$ cat src/rtl/pipeline_ctrl_if.sv
// pipeline_ctrl_if: the signals between the stall/flush scheduler and the
// rest of the pipeline.
//   Hazard and status inputs : data_hazard, EX_br_taken, MEM_mem_req,
//                              MEM_mem_ready, WB_halt
//   Register write enables   : pc_we, IFID_we, IDEX_we, EXMEM_we
//   Bubble-insert controls   : IFID_flush, IDEX_flush, MEMWB_flush
//   Status                   : mem_err (timeout strobe), ctrl_state,
//                              stall_cnt, flush_cnt (CNT_W bits)
// The master modport drives the hazard/status inputs.
// The slave modport is the controller itself.
interface pipeline_ctrl_if #(
  parameter int CNT_W = 32
);
  logic             data_hazard;
  logic             EX_br_taken;
  logic             MEM_mem_req;
  logic             MEM_mem_ready;
  logic             WB_halt;
  logic             pc_we;
  logic             IFID_we;
  logic             IDEX_we;
  logic             EXMEM_we;
  logic             IFID_flush;
  logic             IDEX_flush;
  logic             MEMWB_flush;
  logic             mem_err;
  logic [1:0]       ctrl_state;
  logic [CNT_W-1:0] stall_cnt;
  logic [CNT_W-1:0] flush_cnt;

  modport master (
    output data_hazard, EX_br_taken, MEM_mem_req, MEM_mem_ready, WB_halt,
    input  pc_we, IFID_we, IDEX_we, EXMEM_we,
    input  IFID_flush, IDEX_flush, MEMWB_flush,
    input  mem_err, ctrl_state, stall_cnt, flush_cnt
  );

  modport slave (
    input  data_hazard, EX_br_taken, MEM_mem_req, MEM_mem_ready, WB_halt,
    output pc_we, IFID_we, IDEX_we, EXMEM_we,
    output IFID_flush, IDEX_flush, MEMWB_flush,
    output mem_err, ctrl_state, stall_cnt, flush_cnt
  );
endinterface

$ cat src/rtl/pipeline_ctrl.sv
// pipeline_ctrl: central stall/flush scheduler for the 5-stage pipeline.
// The block turns these inputs into per-register write-enable and flush
// controls for PC, IF/ID, ID/EX, EX/MEM and MEM/WB:
//   - the load-use hazard
//   - the EX redirect
//   - the data-memory handshake
//   - the WB halt
// The controls are Mealy outputs: they are valid in the same cycle as the
// inputs that cause them.
// The FSM has three states:
//   - RUN
//   - MEM_WAIT: tracks multi-cycle memory stalls with an optional timeout
//   - HALTED: sticky until reset
// Ports:
//   clk  rising-edge clock
//   rst  synchronous active-high reset
//   bus  pipeline_ctrl_if slave: hazard inputs, write enables, flushes,
//        mem_err, ctrl_state, stall_cnt, flush_cnt
// Parameters:
//   MEM_TIMEOUT  maximum frozen cycles per memory access (0 = no timeout)
//   CNT_W        width of the saturating performance counters
module pipeline_ctrl #(
  parameter int MEM_TIMEOUT = 16,
  parameter int CNT_W       = 32
) (
  input  logic            clk,
  input  logic            rst,
  pipeline_ctrl_if.slave  bus
);

  localparam int WAIT_W = (MEM_TIMEOUT > 0) ? $clog2(MEM_TIMEOUT + 1) : 1;
  localparam logic [WAIT_W-1:0] TIMEOUT_V = WAIT_W'(MEM_TIMEOUT);

  typedef enum logic [1:0] {
    ST_RUN      = 2'd0,
    ST_MEM_WAIT = 2'd1,
    ST_HALTED   = 2'd2
  } state_e;

  state_e             state_q, state_d;
  logic [WAIT_W-1:0]  wait_cnt_q, wait_cnt_d;
  logic [CNT_W-1:0]   stall_cnt_q, stall_cnt_d;
  logic [CNT_W-1:0]   flush_cnt_q, flush_cnt_d;

  logic pc_we, ifid_we, idex_we, exmem_we;
  logic ifid_flush, idex_flush, memwb_flush;
  logic mem_err;
  logic mem_stall, timed_out;

  function automatic logic [CNT_W-1:0] sat_inc_cnt(input logic [CNT_W-1:0] v);
    return (&v) ? v : v + CNT_W'(1);
  endfunction

  function automatic logic [WAIT_W-1:0] sat_inc_wait(input logic [WAIT_W-1:0] v);
    return (&v) ? v : v + WAIT_W'(1);
  endfunction

  always_comb begin
    state_d     = state_q;
    wait_cnt_d  = wait_cnt_q;
    stall_cnt_d = stall_cnt_q;
    flush_cnt_d = flush_cnt_q;
    pc_we       = 1'b0;
    ifid_we     = 1'b0;
    idex_we     = 1'b0;
    exmem_we    = 1'b0;
    ifid_flush  = 1'b0;
    idex_flush  = 1'b0;
    memwb_flush = 1'b0;
    mem_err     = 1'b0;

    mem_stall = bus.MEM_mem_req & ~bus.MEM_mem_ready;
    // The timeout fires only once MEM_WAIT has already counted
    // MEM_TIMEOUT frozen cycles. That cycle is then released as if
    // the memory were ready.
    timed_out = (MEM_TIMEOUT != 0) && (state_q == ST_MEM_WAIT) &&
                mem_stall && (wait_cnt_q == TIMEOUT_V);

    if (rst) begin
      ifid_flush  = 1'b1;
      idex_flush  = 1'b1;
      memwb_flush = 1'b1;
      state_d     = ST_RUN;
      wait_cnt_d  = '0;
      stall_cnt_d = '0;
      flush_cnt_d = '0;
    end else begin
      case (state_q)
        ST_HALTED: begin
          // Everything is held and every input is ignored until reset.
        end
        default: begin
          if (bus.WB_halt) begin
            ifid_flush  = 1'b1;
            idex_flush  = 1'b1;
            memwb_flush = 1'b1;
            state_d     = ST_HALTED;
            wait_cnt_d  = '0;
          end else if (mem_stall && !timed_out) begin
            // Freeze the whole front end. A pending EX redirect stays
            // latched in EX and is acted on in the release cycle.
            memwb_flush = 1'b1;
            stall_cnt_d = sat_inc_cnt(stall_cnt_q);
            if (state_q == ST_MEM_WAIT) begin
              wait_cnt_d = sat_inc_wait(wait_cnt_q);
            end else begin
              state_d    = ST_MEM_WAIT;
              wait_cnt_d = WAIT_W'(1);
            end
          end else begin
            state_d    = ST_RUN;
            wait_cnt_d = '0;
            mem_err    = timed_out;
            if (bus.EX_br_taken) begin
              pc_we       = 1'b1;
              ifid_we     = 1'b1;
              idex_we     = 1'b1;
              exmem_we    = 1'b1;
              ifid_flush  = 1'b1;
              idex_flush  = 1'b1;
              flush_cnt_d = sat_inc_cnt(flush_cnt_q);
            end else if (bus.data_hazard) begin
              // Hold PC and IF/ID; push a bubble into ID/EX.
              idex_we     = 1'b1;
              exmem_we    = 1'b1;
              idex_flush  = 1'b1;
              stall_cnt_d = sat_inc_cnt(stall_cnt_q);
            end else begin
              pc_we    = 1'b1;
              ifid_we  = 1'b1;
              idex_we  = 1'b1;
              exmem_we = 1'b1;
            end
          end
        end
      endcase
    end
  end

  always_ff @(posedge clk) begin
    if (rst) begin
      state_q     <= ST_RUN;
      wait_cnt_q  <= '0;
      stall_cnt_q <= '0;
      flush_cnt_q <= '0;
    end else begin
      state_q     <= state_d;
      wait_cnt_q  <= wait_cnt_d;
      stall_cnt_q <= stall_cnt_d;
      flush_cnt_q <= flush_cnt_d;
    end
  end

  assign bus.pc_we       = pc_we;
  assign bus.IFID_we     = ifid_we;
  assign bus.IDEX_we     = idex_we;
  assign bus.EXMEM_we    = exmem_we;
  assign bus.IFID_flush  = ifid_flush;
  assign bus.IDEX_flush  = idex_flush;
  assign bus.MEMWB_flush = memwb_flush;
  assign bus.mem_err     = mem_err;
  assign bus.ctrl_state  = state_q;
  assign bus.stall_cnt   = stall_cnt_q;
  assign bus.flush_cnt   = flush_cnt_q;

endmodule

$ cat src/flat_wrapper.sv
// flat-port wrapper written by rule: the top's interface ports become plain ports
module pipeline_ctrl_flat 
#(
  parameter int MEM_TIMEOUT = 16,
  parameter int CNT_W       = 32
)
  (clk, rst, bus_data_hazard, bus_EX_br_taken, bus_MEM_mem_req, bus_MEM_mem_ready, bus_WB_halt, bus_pc_we, bus_IFID_we, bus_IDEX_we, bus_EXMEM_we, bus_IFID_flush, bus_IDEX_flush, bus_MEMWB_flush, bus_mem_err, bus_ctrl_state, bus_stall_cnt, bus_flush_cnt);
  pipeline_ctrl_if #(.CNT_W(CNT_W)) bus_i ();
  input  logic clk;
  input  logic rst;
  input wire logic [$bits(bus_i.data_hazard)-1:0] bus_data_hazard;
  input wire logic [$bits(bus_i.EX_br_taken)-1:0] bus_EX_br_taken;
  input wire logic [$bits(bus_i.MEM_mem_req)-1:0] bus_MEM_mem_req;
  input wire logic [$bits(bus_i.MEM_mem_ready)-1:0] bus_MEM_mem_ready;
  input wire logic [$bits(bus_i.WB_halt)-1:0] bus_WB_halt;
  output wire logic [$bits(bus_i.pc_we)-1:0] bus_pc_we;
  output wire logic [$bits(bus_i.IFID_we)-1:0] bus_IFID_we;
  output wire logic [$bits(bus_i.IDEX_we)-1:0] bus_IDEX_we;
  output wire logic [$bits(bus_i.EXMEM_we)-1:0] bus_EXMEM_we;
  output wire logic [$bits(bus_i.IFID_flush)-1:0] bus_IFID_flush;
  output wire logic [$bits(bus_i.IDEX_flush)-1:0] bus_IDEX_flush;
  output wire logic [$bits(bus_i.MEMWB_flush)-1:0] bus_MEMWB_flush;
  output wire logic [$bits(bus_i.mem_err)-1:0] bus_mem_err;
  output wire logic [$bits(bus_i.ctrl_state)-1:0] bus_ctrl_state;
  output wire logic [$bits(bus_i.stall_cnt)-1:0] bus_stall_cnt;
  output wire logic [$bits(bus_i.flush_cnt)-1:0] bus_flush_cnt;
  assign bus_i.data_hazard = bus_data_hazard;
  assign bus_i.EX_br_taken = bus_EX_br_taken;
  assign bus_i.MEM_mem_req = bus_MEM_mem_req;
  assign bus_i.MEM_mem_ready = bus_MEM_mem_ready;
  assign bus_i.WB_halt = bus_WB_halt;
  assign bus_pc_we = bus_i.pc_we;
  assign bus_IFID_we = bus_i.IFID_we;
  assign bus_IDEX_we = bus_i.IDEX_we;
  assign bus_EXMEM_we = bus_i.EXMEM_we;
  assign bus_IFID_flush = bus_i.IFID_flush;
  assign bus_IDEX_flush = bus_i.IDEX_flush;
  assign bus_MEMWB_flush = bus_i.MEMWB_flush;
  assign bus_mem_err = bus_i.mem_err;
  assign bus_ctrl_state = bus_i.ctrl_state;
  assign bus_stall_cnt = bus_i.stall_cnt;
  assign bus_flush_cnt = bus_i.flush_cnt;
  pipeline_ctrl #(.MEM_TIMEOUT(MEM_TIMEOUT), .CNT_W(CNT_W)) u_core (.clk(clk), .rst(rst), .bus(bus_i));
endmodule
$ cat config.mk
export PLATFORM = sky130hd
export DESIGN_NAME = pipeline_ctrl_flat
export DESIGN_NICKNAME = d
export VERILOG_FILES = /design/src/rtl/pipeline_ctrl_if.sv /design/src/rtl/pipeline_ctrl.sv /design/src/flat_wrapper.sv
export SDC_FILE = /design/constraint.sdc
export NUM_CORES = 1
export LEC_CHECK = 0
export CELL_PAD_IN_SITES_DETAIL_PLACEMENT = 1
export CELL_PAD_IN_SITES_GLOBAL_PLACEMENT = 1
export CORE_MARGIN = 3
export CORE_UTILIZATION = 30
export CTS_CLUSTER_DIAMETER = 120
export DETAILED_ROUTE_END_ITERATION = 8
export PLACE_DENSITY = 0.69
export SYNTH_ARGS = -nofsm -noshare
export SYNTH_HDL_FRONTEND = slang
export SYNTH_SLANG_ARGS = --single-unit
$ cat constraint.sdc
create_clock -name clk -period 3.9 [get_ports clk]
set_input_delay 0.78 -clock clk [delete_from_list [all_inputs] [get_ports clk]]
set_output_delay 0.78 -clock clk [all_outputs]
set_load 0.02 [all_outputs]
# Word-level counts from Yosys, hierarchy flattened
# Cells that the tools add are included.
# word_totals
register_bits	71
out_inout_bits	74
wordCells	71
# op_classes
add_sub_neg	3
n_eq_ne	6
muxes	40
bitwise	6
n_reduce_logical	12
# op_table
cell	n
$mux W32	4
$add A32 B1 Y32 const B	2
$reduce_and A32 Y1	2
$mux W1	29
$mux W5	4
$reduce_and A5 Y1	2
$mux W2	3
$add A5 B1 Y5 const B	1
$eq A5 B5 Y1 const B	1
$not A1 Y1	5
$ne A4 B4 Y1 const B	1
$reduce_and A2 Y1	2
$reduce_and A4 Y1	1
$logic_and A1 B1 Y1	3
$ne A3 B3 Y1 const B	1
$eq A2 B1 Y1 const B	1
$eq A2 B2 Y1 const B	1
$ne A2 B1 Y1 const B	1
$reduce_bool A2 Y1	1
$and A1 B1 Y1	1
$logic_not A1 Y1	1

# Logic depth before layout (Yosys ltp)
# Gate-level depths: netlist (run 1).
# logic_depth
depth_word	10
ltp_mapped	9
depth_no_buf	7

# Least setup slack after synthesis (run 1)
# OpenSTA, ideal clock, no wires.
# synth_path
path_type	input port to output port
start	input bus_MEM_mem_ready
end	output bus_pc_we
arrival_ps	2122
required_ps	3120
setup_slack_ps	998
cell_stages	4
path_buffers	1
path_cell_list	nand2b_1 a21oi_1 nor4_1 buf_4
# synth_between
elab_chain_cells	10
# synth_lines
item	line	rtl
start, declared	flat_wrapper.sv:14	input wire logic [$bits(bus_i.MEM_mem_ready)-1:0] bus_MEM_mem_ready;
$not A1 Y1 *	pipeline_ctrl.sv:72	mem_stall = bus.MEM_mem_req & ~bus.MEM_mem_ready;
$and A1 B1 Y1 *	pipeline_ctrl.sv:72	
$logic_and A1 B1 Y1	pipeline_ctrl.sv:76	timed_out = (MEM_TIMEOUT != 0) && (state_q == ST_MEM_WAIT) &&
$logic_and A1 B1 Y1	pipeline_ctrl.sv:77	mem_stall && (wait_cnt_q == TIMEOUT_V);
$logic_not A1 Y1	pipeline_ctrl.sv:99	end else if (mem_stall && !timed_out) begin
$logic_and A1 B1 Y1 *	pipeline_ctrl.sv:99	
$mux W1 * (4 in a row)	n/a	
end, declared	flat_wrapper.sv:16	output wire logic [$bits(bus_i.pc_we)-1:0] bus_pc_we;
# Every way passes the cells marked *; elsewhere a longest branch is shown, timed or not.

# Worst setup path in the final report (run 1)
# layout_path
start	input bus_MEM_mem_ready
end	output bus_IDEX_flush
# layout_between
elab_chain_cells	10
# layout_lines
item	line	rtl
$not A1 Y1 *	pipeline_ctrl.sv:72	
$and A1 B1 Y1 *	pipeline_ctrl.sv:72	
$logic_and A1 B1 Y1	pipeline_ctrl.sv:76	
$logic_and A1 B1 Y1	pipeline_ctrl.sv:77	
$logic_not A1 Y1	pipeline_ctrl.sv:99	
$logic_and A1 B1 Y1 *	pipeline_ctrl.sv:99	
$mux W1 *	pipeline_ctrl.sv:99	
$mux W1 *	pipeline_ctrl.sv:93	if (bus.WB_halt) begin
$mux W1 *	pipeline_ctrl.sv:88	case (state_q)
$mux W1 *	pipeline_ctrl.sv:79	if (rst) begin
end, declared	flat_wrapper.sv:21	output wire logic [$bits(bus_i.IDEX_flush)-1:0] bus_IDEX_flush;
# Marked as above.

==> impl_metrics.py, run 1 <==
metrics = {
    "global_routing": {
        "overflow": 0,
        "grt_pass1_wl_um": 20700,
        "antenna_found_initial": 0,
        "grt_max_degree": 42,
        "grt_use_total_pct": 17.6,
        "grt_pass1_vias": 4122,
    },
    "yosys": {
        "synth_most_common_cell": "dfxtp_1",
        "ys_seq_area_share_pct": 36.4,
        "synth-seq-cells": 71,
        "syn_inst": 482,
        "ys_types": 50,
        "ys_top_cells_by_area": "dfxtp_1, or4_1, a21oi_1",
        "synthArstFlopShare_pct": 0,
        "ys_warn_count": 0,
        "synth_common_cells": "dfxtp_1, a21oi_1, or4_1",
        "syn_avg_cell_area_um2": 8.09,
        "synth_largest_area_cell": "dfxtp_1",
        "ys.flop_type": "dfxtp_1",
        "syn-num-nets": 494,
        "synth-edff-count": 0,
        "yosysTopAreaCellShare_pct": 36.4,
        "syn_area_um2": 3900,
    },
    "critical_path": {
        "worst-setup-path-type": "input port to output pin",
        "worstSetupEndpoint": "bus_IDEX_flush",
        "reg2reg_from": "u_core.bus.stall_cnt[13]$_SDFFE_PP0P_",
        "startpoint": "bus_MEM_mem_ready",
        "worstPathArrival_ns": 2.64,
        "path_max_fanout": 5,
        "r2r-end": "u_core.bus.stall_cnt[4]$_SDFFE_PP0P_",
        "required_ns": 3.12,
        "worstSetupStartpointType": "input port",
        "end_kind": "output pin",
        "reg2reg_depth": 6,
        "r2r_setup_slack_ns": 1.13,
    },
    "final_layout": {
        "diodes": 0,
        "multi_input_area_um2": 2320,
        "fin_area_um2": 5110,
        "final_layout_size_suffix_gt1_share_pct": 7.22,
        "final_util_pct": 40.3,
        "ff_latch_area_um2": 1420,
        "final_net_count": 564,
        "nFillCells": 1555,
        "synthToLayoutAreaGrowth_pct": 30.9,
    },
    "clock_network": {
        "clk_latency_ns": 0.34,
        "htreeDepth": 3,
        "cts_tree": "built",
        "ctsRootBufferMaster": "clkbuf_16",
        "clkTransAtPathRegs_ns": 0.05,
        "clock_sinks": 71,
        "post_cts_buffers": 0,
        "postCtsHoldBufs": 0,
        "numCtsBuffers": 9,
        "clk_path_buf_depth": 2,
        "ctsResizeCount": 0,
    },
    "placed_design": {
        "dp_hpwl_um": 8880,
        "gp_congestion": 0.819,
        "dpl-instance-area_um2": 4850,
        "io_buffers": 80,
    },
    "floorplan": {
        "core_area_um2": 12700,
        "io_pins": 81,
        "start_util_pct": 30.8,
        "die_y_um": 120,
        "fp.dieW_um": 120,
        "rows": 41,
        "dieArea_um2": 14400,
    },
    "sta": {
        "whs_ns": 0.501,
        "rsz0062_at_grt": "no",
        "setup-violations-final": 0,
        "max_clock_freq_ghz": 0.292,
        "setup_tns_ns": 0,
        "hold_viol_final": 0,
        "finalMaxSlewViolations": 0,
        "period_minus_slack_ns": 3.42,
        "worst_pin_slew_ns": 1.11,
        "finClkSkew_ns": 0.00576,
        "post-route-period-util_pct": 87.7,
        "slew_headroom_pct": 25.9,
    },
    "outcome": {
        "outcome": "completed",
    },
    "detailed_routing": {
        "drc": 0,
        "viasPerCell": 5.68,
        "routed_wl_um": 12400,
        "dr.pass1.iters": 4,
        "drt_iter0_drc": 235,
        "ant_nets": 0,
        "drt-wirelength-per-cell_um": 17.1,
        "vias": 4126,
    },
    "power": {
        "p_leak_nw": 1.50,
        "peakVddDrop_mv": 0.157,
        "total_power_mw": 1.56,
        "power_density_nw_per_um2": 306,
    },
    "flow_run": {
        "cap_viol_max_count": 0,
    },
    "worst_hold_path": {
        "min-delay-start": "u_core.bus.stall_cnt[31]$_SDFFE_PP0P_",
        "min_path_type": "flop to flop",
    },
}
registers in the layout, indices dropped and copies added (netlist names):
signal / cells
u_core.bus.ctrl_state: 2
u_core.bus.flush_cnt: 32
u_core.bus.stall_cnt: 32
u_core.wait_cnt_q: 5
cells in the final DEF, fill, tap and decap left out, types with 24 or more instances in the layout:
cell type        count
nand3_1             27
nand4_1             26
clkdlybuf4s50_1     79
or4_1               39
dfxtp_1             71
nor2_1              24
o21ai_0             24
a21oi_1             57
nand2_1             28
o31ai_1             35
critical path, cell delays in order:
cell	delay, ns
clkdlybuf4s50_1	0.39
nand2b_1	0.21
a21o_1	0.23
a21oi_1	0.15
o21ai_0	0.11
a31o_2	0.24
clkdlybuf4s50_1	0.54
routing by layer:
layer  track usage [%]  up-vias  part of all wire (%)
met5                 0        -                     0
met4              6.51        0                   1.6
met2              28.9       54                    47
met1              22.6     2042                    47
li1                  -     2017                     -
met3              4.05       13                   4.2
metrics by stage:
stage / setup slack, ns / cells
global placement: 0.512 / 713
global route: 0.319 / 726
CTS: 0.464 / 726
finish: 0.480 / 726
floorplan: 0.998 / 482
detailed placement: 0.471 / 713
worst min path at each step:
stage	endpoint	slack [ns]	cells after the start
finish	u_core.bus.stall_cnt[31]$_SDFFE_PP0P_	0.50	2
global route	u_core.bus.flush_cnt[7]$_SDFFE_PP0P_	0.53	2
CTS	u_core.bus.stall_cnt[31]$_SDFFE_PP0P_	0.50	2
detailed placement	u_core.bus.stall_cnt[31]$_SDFFE_PP0P_	0.49	2
global placement	u_core.bus.stall_cnt[27]$_SDFFE_PP0P_	0.48	2
floorplan	u_core.wait_cnt_q[2]$_SDFFE_PP0P_	0.48	1
layout make-up:
type | instances | share of cell area, %
multi-input combinational | 370 | 45.4
tap | 172 | 4.21
timing repair buffer | 88 | 16.8
clock buffer | 11 | 4.75
inverter | 12 | 0.882
clock inverter | 2 | 0.196
sequential | 71 | 27.8
power by group:
group	internal [mW]	switching [mW]	leakage, nW	total [mW]
combinational	0.0295	0.0556	0.801	0.0851
clock	0.435	0.310	0.127	0.744
sequential	0.729	0.00438	0.572	0.733
kinds of logic after synthesis:
| group | share of synthesized area, % |
|---|---|
| flops | 36.4 |
| buf+inv | 4.49 |
| compound gates | 21.4 |
| fa+ha+maj | 1.60 |
| mux | 2.02 |
| simple gates | 34.1 |
No activity file was read; power rests on OpenSTA's default activity.
==> inputs of run 2 (changes only) <==
Settings changed: CELL_PAD_IN_SITES_DETAIL_PLACEMENT 1 to unset, CELL_PAD_IN_SITES_GLOBAL_PLACEMENT 1 to unset, PLACE_DENSITY 0.69 to 0.55.
==> run 2 against run 1 <==
Compared with the run above:
- cell area up 1.4%
- global-route usage down 1.8 points
- combinational power down 5.9%
- register-to-register slack better by 0.06 ns
- highest routed layer unchanged
- critical path depth down 1
- die area unchanged
- critical endpoint is now bus_MEMWB_flush
- first-iteration DRC count up 12%
- cell count unchanged
==> impl_metrics.py, run 2 (synthesis results as in run 1) <==
metrics = {
    "placed_design": {
        "io_buffers": 80,
        "dp_hpwl_um": 7730,
        "gp_congestion": 0.782,
        "pre_cts_slack_ns": 0.493,
    },
    "critical_path": {
        "cp_common_cell": "clkdlybuf4s50_1",
        "crit_chain": "clkdlybuf4s50_1 > nand2b_1 > a21oi_1 > o21ai_0 > nand2_1 > clkdlybuf4s50_1",
        "cp_slowest_cell": "clkdlybuf4s50_1",
        "required_ns": 3.12,
        "reg2reg_from": "u_core.wait_cnt_q[0]$_SDFFE_PP0P_",
        "r2r_setup_slack_ns": 1.19,
        "path_max_fanout": 6,
        "worstPathArrival_ns": 2.63,
        "end_kind": "output pin",
        "worstSetupStartpointType": "input port",
        "r2r-end": "u_core.bus.stall_cnt[25]$_SDFFE_PP0P_",
        "worst-setup-path-type": "input port to output pin",
        "reg2reg_depth": 7,
        "critPathBufInv": 2,
        "cp_top_family": "buffers and inverters",
        "crit_path_max_incr_delay_ns": 0.60,
    },
    "power": {
        "p_int_mw": 1.40,
        "p_switching_mw": 0.380,
        "peakVddDrop_mv": 0.167,
        "p_sw_share_pct": 21.4,
        "power_density_nw_per_um2": 343,
        "combPwrFrac_pct": 4.5,
        "pwr-share-seq_pct": 41.3,
        "clock_power_share_pct": 54.2,
        "p_leak_nw": 1.53,
    },
    "clock_network": {
        "clk_latency_ns": 0.34,
        "numCtsBuffers": 9,
        "postCtsHoldBufs": 0,
        "post_cts_buffers": 0,
        "clkTransAtPathRegs_ns": 0.05,
        "cts_tree": "built",
        "ctsResizeCount": 0,
        "htreeDepth": 3,
        "ctsRootBufferMaster": "clkbuf_16",
        "clk_path_buf_depth": 2,
        "clock_sinks": 71,
    },
    "sta": {
        "setup_tns_ns": 0,
        "period_minus_slack_ns": 3.41,
        "slew_headroom_pct": 19.3,
        "finClkSkew_ns": 0.00577,
        "hold_viol_final": 0,
        "worst_pin_slew_ns": 1.21,
        "layout_setup_ws_ns": 0.492,
        "finalMaxSlewViolations": 0,
        "rsz0062_at_grt": "no",
        "setup-violations-final": 0,
        "max_clock_freq_ghz": 0.293,
        "post-route-period-util_pct": 87.4,
    },
    "floorplan": {
        "fp.dieW_um": 120,
        "rows": 41,
        "core_area_um2": 12700,
        "start_util_pct": 30.8,
        "io_pins": 81,
        "die_y_um": 120,
        "dieArea_um2": 14400,
    },
    "final_layout": {
        "final_layout_size_suffix_gt1_share_pct": 7.40,
        "synthToLayoutAreaGrowth_pct": 32.7,
        "final_cell_mix": "clkdlybuf4s50_1, dfxtp_1, a21oi_1",
        "final_net_count": 561,
        "final_common_cell": "clkdlybuf4s50_1",
        "diodes": 0,
        "final_util_pct": 40.9,
    },
    "global_routing": {
        "grt_use_total_pct": 15.9,
        "grt_max_degree": 70,
        "grt_pass1_wl_um": 19000,
        "overflow": 0,
        "grt_pass1_vias": 3813,
        "antenna_found_initial": 0,
    },
    "worst_hold_path": {
        "holdPathStages": 2,
        "min-delay-start": "u_core.bus.stall_cnt[27]$_SDFFE_PP0P_",
        "holdPathEnd": "u_core.bus.stall_cnt[27]$_SDFFE_PP0P_",
        "min_path_type": "flop to flop",
    },
    "flow_run": {
        "cap_viol_max_count": 0,
    },
    "detailed_routing": {
        "ant_nets": 0,
        "routed_wl_um": 11000,
        "drc": 0,
        "vias": 4026,
        "viasPerCell": 5.55,
        "drt_iter0_drc": 263,
        "dr.pass1.iters": 4,
        "drt-wirelength-per-cell_um": 15.1,
    },
    "outcome": {
        "outcome": "completed",
    },
}
==> run 2: power by group through the flow <==
stage                     clock (mW)  combinational, mW  sequential, mW
after global placement             0             0.0801           0.748
after CTS                      0.984             0.0813           0.732
final                          0.963             0.0801           0.733
after global routing            1.01             0.0893           0.733
after floorplan                    0             0.0459           0.751
after detailed placement           0             0.0807           0.749
==> run 2: layout make-up <==
type,count,area [µm²]
clock buffers,10,239
inverters,12,45.0
clock inverters,6,108
flip-flops and latches,71,1420
repair buffers,85,833
fillers,1329,7490
multi-input cells,370,2320
well taps,172,215
==> run 2: worst max path at each step <==
stage	start	end	slack, ns	cells after the start
floorplan	bus_MEM_mem_ready	bus_pc_we	1.0	4
global placement	bus_MEM_mem_ready	bus_MEMWB_flush	0.51	6
detailed placement	bus_MEM_mem_ready	bus_MEMWB_flush	0.49	6
CTS	bus_MEM_mem_ready	bus_IFID_we	0.47	5
global route	bus_MEM_mem_ready	bus_MEMWB_flush	0.32	6
finish	bus_MEM_mem_ready	bus_MEMWB_flush	0.49	6
==> run 2: layer usage <==
| metal | up-vias | share of wire, % | GRT usage [%] |
|---|---|---|---|
| li1 | 2030 | - | - |
| met1 | 1904 | 48 | 21.6 |
| met2 | 80 | 45 | 24.7 |
| met3 | 12 | 5.3 | 3.68 |
| met4 | 0 | 1.5 | 5.51 |
| met5 | - | 0 | 0 |
==> run 2: per-stage QoR <==
stage | instances | power (mW) | instance area [µm²] | hold WS [ns]
finish | 726 | 1.78 | 5180 | 0.495
global route | 726 | 1.84 | 5180 | 0.519
CTS | 726 | 1.80 | 5180 | 0.496
detailed placement | 710 | 0.829 | 4830 | 0.488
global placement | 710 | 0.829 | 4830 | 0.480
floorplan | 482 | 0.797 | 3900 | 0.478
==> run 2: tightest hold or removal path, delay by kind of cell, from the launching register on <==
family             cells  cell delay (ns)
DFF                    1             0.32
AOI/OAI and AO/OA      2             0.13
